File: config.mk
export PLATFORM = sky130hd
export DESIGN_NAME = control_sequencer
export DESIGN_NICKNAME = d
export VERILOG_FILES = /design/src/rtl/control_sequencer.sv
export SDC_FILE = /design/constraint.sdc
export NUM_CORES = 1
export LEC_CHECK = 0
export BUFFER_PORTS_ARGS = -buffer_cell sky130_fd_sc_hd__buf_4
export CORE_AREA = 2 2 42 44
export DETAILED_ROUTE_END_ITERATION = 8
export DIE_AREA = 0 0 44 46
export MAX_ROUTING_LAYER = met4
export PLACE_DENSITY = 0.75
export SYNTH_ARGS = -nofsm -noshare
export SYNTH_HDL_FRONTEND = slang
export SYNTH_SLANG_ARGS = --single-unit
File: constraint.sdc
create_clock -name clk -period 1.8 [get_ports clk]
set_input_delay 0 -clock clk [delete_from_list [all_inputs] [get_ports clk]]
set_output_delay 0 -clock clk [all_outputs]
set_load 0.05 [all_outputs]
File: src/rtl/control_sequencer.sv
// control_sequencer: multi-cycle fetch/decode/execute controller for the 16-bit
// shared-bus CPU. Drives one bus enable plus latch strobes per cycle, runs the
// memory read/write handshake and resolves conditional branches from PSW Z/N.
module control_sequencer (
   input  logic       clk,
   input  logic       reset,
   input  logic [3:0] ir_opcode,
   input  logic [1:0] ir_cond,
   input  logic       psw_z,
   input  logic       psw_n,
   input  logic       mem_ready,
   output logic       pc_en,
   output logic       pc_latch,
   output logic       pc_inc,
   output logic       ir_latch,
   output logic       mar_latch,
   output logic       mdr_en,
   output logic       mdr_latch,
   output logic       mdr_load_mem,
   output logic       rs_en,
   output logic       rd_en,
   output logic       rd_latch,
   output logic       alu_a_latch,
   output logic       alu_en,
   output logic [2:0] alu_control,
   output logic       psw_en,
   output logic       psw_latch,
   output logic       mem_read,
   output logic       mem_write,
   output logic       halted
);

   typedef enum logic [3:0] {
      StFetch0, StFetch1, StFetch2, StDecode, StExA, StExB, StAddr, StRd,
      StLdWb, StWr0, StWr1, StBr, StMfPsw, StMtPsw, StHalt
   } state_e;

   // Pass-through ALU op; does not set flags, so the PSW holds outside EXA/EXB.
   localparam logic [2:0] AluPass = 3'b010;

   state_e state_q, state_d;
   logic   cond_true;

   // Branch condition from the flags as sampled in the BR cycle.
   always_comb begin
      cond_true = 1'b0;
      unique case (ir_cond)
         2'b00:   cond_true = 1'b1;
         2'b01:   cond_true = psw_z;
         2'b10:   cond_true = psw_n;
         default: cond_true = ~psw_z;
      endcase
   end

   // State register with synchronous reset back to FETCH0.
   always_ff @(posedge clk) begin
      if (reset) begin
         state_q <= StFetch0;
      end else begin
         state_q <= state_d;
      end
   end

   // Next-state logic.
   always_comb begin
      state_d = state_q;
      unique case (state_q)
         StFetch0: state_d = StFetch1;
         StFetch1: if (mem_ready) state_d = StFetch2;
         StFetch2: state_d = StDecode;
         StDecode: begin
            if (ir_opcode <= 4'd5) begin
               state_d = StExA;
            end else begin
               unique case (ir_opcode)
                  4'd6, 4'd7: state_d = StAddr;
                  4'd8:       state_d = StBr;
                  4'd9:       state_d = StHalt;
                  4'd10:      state_d = StMfPsw;
                  4'd11:      state_d = StMtPsw;
                  default:    state_d = StFetch0;
               endcase
            end
         end
         StExA:    state_d = StExB;
         StExB:    state_d = StFetch0;
         StAddr:   state_d = (ir_opcode == 4'd6) ? StRd : StWr0;
         StRd:     if (mem_ready) state_d = StLdWb;
         StLdWb:   state_d = StFetch0;
         StWr0:    state_d = StWr1;
         StWr1:    if (mem_ready) state_d = StFetch0;
         StBr:     state_d = StFetch0;
         StMfPsw:  state_d = StFetch0;
         StMtPsw:  state_d = StFetch0;
         StHalt:   state_d = StHalt;
         default:  state_d = StFetch0;
      endcase
   end

   // Output decode from the registered state; everything forced idle while reset is high.
   always_comb begin
      pc_en        = 1'b0;
      pc_latch     = 1'b0;
      pc_inc       = 1'b0;
      ir_latch     = 1'b0;
      mar_latch    = 1'b0;
      mdr_en       = 1'b0;
      mdr_latch    = 1'b0;
      mdr_load_mem = 1'b0;
      rs_en        = 1'b0;
      rd_en        = 1'b0;
      rd_latch     = 1'b0;
      alu_a_latch  = 1'b0;
      alu_en       = 1'b0;
      alu_control  = AluPass;
      psw_en       = 1'b0;
      psw_latch    = 1'b0;
      mem_read     = 1'b0;
      mem_write    = 1'b0;
      halted       = 1'b0;
      if (!reset) begin
         unique case (state_q)
            StFetch0: begin
               pc_en     = 1'b1;
               mar_latch = 1'b1;
            end
            StFetch1, StRd: begin
               mem_read     = 1'b1;
               mdr_load_mem = mem_ready;
            end
            StFetch2: begin
               mdr_en   = 1'b1;
               ir_latch = 1'b1;
               pc_inc   = 1'b1;
            end
            StExA, StExB: begin
               rs_en       = (state_q == StExA);
               alu_a_latch = (state_q == StExA);
               alu_en      = (state_q == StExB);
               rd_latch    = (state_q == StExB);
               unique case (ir_opcode)
                  4'd0:    alu_control = 3'b000;
                  4'd1:    alu_control = 3'b001;
                  4'd2:    alu_control = 3'b011;
                  4'd3:    alu_control = 3'b100;
                  4'd4:    alu_control = 3'b101;
                  4'd5:    alu_control = 3'b110;
                  default: alu_control = AluPass;
               endcase
            end
            StAddr: begin
               rs_en     = 1'b1;
               mar_latch = 1'b1;
            end
            StLdWb: begin
               mdr_en   = 1'b1;
               rd_latch = 1'b1;
            end
            StWr0: begin
               rd_en     = 1'b1;
               mdr_latch = 1'b1;
            end
            StWr1: mem_write = 1'b1;
            StBr: begin
               rs_en    = cond_true;
               pc_latch = cond_true;
            end
            StMfPsw: begin
               psw_en   = 1'b1;
               rd_latch = 1'b1;
            end
            StMtPsw: begin
               rs_en     = 1'b1;
               psw_latch = 1'b1;
            end
            StHalt:   halted = 1'b1;
            default:  ;
         endcase
      end
   end

endmodule

==> reports/metrics.cfg <==
[outcome]
outcome=completed

[synthesis]
synthTopCellsByArea=dfxtp_1 12%, nor2_1 8.3%, nand2b_1 7.4%
synth_seq_cells=4
synth_xor_area_share_pct=6.49
synth-edff-count=0
synth_top_family_by_area=simple AND/OR/NAND/NOR gates
ys_seq_area_share_pct=11.9
syn_inst=100
async_flop_share_pct=0
synth-simple-area-share_pct=40.6
yosysTopAreaCellShare_pct=11.9
synth-adder-area-share_pct=0
synthesis.area_um2=674
netlist.top_cell.by_area=dfxtp_1
synth.avg_cell_area_um2=6.74
ys.flop_type=dfxtp_1
muxShareOfSynthArea_pct=2.97
synth_compound_gate_area_share_pct=25.0
synth_nets=111
synth_cell_types=36
yosysWarnings=0

[clocking]
cts_buffer_depth=2
clockRootBuffer=clkbuf_4
ctsHtreeMaxLevel=1
cts_hold_buf=0
cts-resized-gates=0
clk_latency_ns=0.25
cts_buffers=3
cts_sinks=4
cts_setup_buffers=0
cts_tree=yes
clk_pin_slew_ns=0.04

[sta]
tns_ns=0
skew_ns=0.00876
drv_slew=0
rsz0062_at_grt=false
worst_pin_slew_ns=0.381
setup_violations=0
holdWs_ns=0.0416
fmax_mhz=604
min_period_ns=1.66
slew_headroom_pct=74.4
finalHoldViolCount=0
period_share_pct=91.9

[floorplanning]
die_w_um=44
die_area_mm2=0.00202
die_y_um=46
rows=15
ioPinCount=32
coreArea_mm2=0.00161
start_util_pct=41.8

[min_path]
hp-class=input port to flop

[cells_and_area]
final_common_cell=buf_4
diodes=0
reg_top3=state_q x4
seq_area_um2=80.1
area_growth_pct=39.9
drive_gt1_share_pct=34.9
nFillCells=160
fin_nets=139
largest_register=state_q
final_cell_mix=35 x buf_4, 14 x nor2_1, 8 x nand2b_1, 5 x inv_1
multi_input_comb_area_um2=538
largest_reg_flops=4

[global_route]
antenna_found_initial=0
grt_pass1_wl_mm=2.77
grt_util_all_layers_pct=19.1
grt_max_degree=15
grt_overflow=0
grt_pass1_vias=654

[detailed_routing]
ant_nets=0
drtIter0Drc=20
viasPerCell=5.69
routed_wl_mm=1.83
drc=0
wl_per_cell_um=12.8
dr_total_vias=813
dr.pass1.iters=4

[critical_path]
worst_path_max_delay_cell=dfxtp_1
worstPathMaxFanout=9
critPathLaunchType=flop
crit_chain=nand2b_1 > or2_1 > nor3_4 > or3_1 > buf_4
crit_path_max_incr_delay_ns=0.46
critical_path_class=flop to output pin
worstPathArrival_ns=1.66
end_kind=output pin
required_ns=1.80

[flow_run]
cap_violations=0

[power_and_ir_drop]
p_total_mw=0.826
ir_drop_mv=0.475
p_leak_nw=0.435
p_per_area_mw_per_mm2=876

[placed_design]
gp_congestion=0.856
port_buffers=31
dpl.hpwl_mm=1.45

==> cell type report <==
| class | instances | share of cell area (%) |
|---|---|---|
| flip-flops and latches | 4 | 8.49 |
| clock buffers | 3 | 2.39 |
| inverters | 5 | 1.99 |
| well taps | 17 | 2.25 |
| repair buffers | 35 | 27.9 |
| multi-input cells | 79 | 57.0 |
==> cell usage after synthesis (3+ instances only) <==
library cell	count
inv_1	5
nand2b_1	8
xor2_1	3
buf_4	3
o21ai_0	4
buf_2	4
clkbuf_1	3
a21oi_1	4
dfxtp_1	4
and3_1	4
nor3_1	6
nor2_1	15
o32ai_1	3
nor4_1	3
==> per-layer routing <==
layer  share of wire, %  track usage, %  vias up
met5                  0               -        -
li1                   -               -      411
met4                2.0            9.09        0
met2                 50            31.8       31
met3                6.0            1.19        4
met1                 42            23.5      367
==> per-stage QoR <==
stage / instance area (um2) / setup WS [ns] / cells / utilization (%)
detailed placement: 921 / 0.287 / 140 / 57.1
floorplan: 706 / -0.209 / 100 / -
CTS: 943 / 0.134 / 143 / 58.4
global route: 943 / 0.0314 / 143 / 58.4
finish: 943 / 0.145 / 143 / 58.4
global placement: 921 / 0.332 / 140 / 57.1
==> final timing paths <==
check                           cells past startpoint       start    endpoint  slack, ns
worst max register to register                      5  state_q[1]  state_q[3]       0.28
worst min-delay path                                2       reset  state_q[0]       0.04
worst max-delay path                                5  state_q[3]       rs_en       0.14
worst min register to register                      1  state_q[3]  state_q[0]       0.60
==> power breakdown <==
group	total [mW]	switching, mW	leakage [nW]	internal [mW]
combinational	0.569	0.361	0.389	0.208
sequential	0.139	0.0310	0.0329	0.108
clock	0.118	0.0432	0.0138	0.0750
total	0.826	0.436	0.435	0.390
==> critical path, delay by kind of cell (launching register included) <==
| kind | cells | cell delay [ns] |
|---|---|---|
| AND/OR/NAND/NOR | 4 | 0.76 |
| flip-flops | 1 | 0.46 |
| buffers and inverters | 1 | 0.19 |
==> cells by family after synthesis <==
kind of cell | Yosys count
simple gates | 49
compound gates | 23
buf+inv | 17
xor+xnor | 5
flops | 4
mux | 2
(Power assumes the default switching activity.)
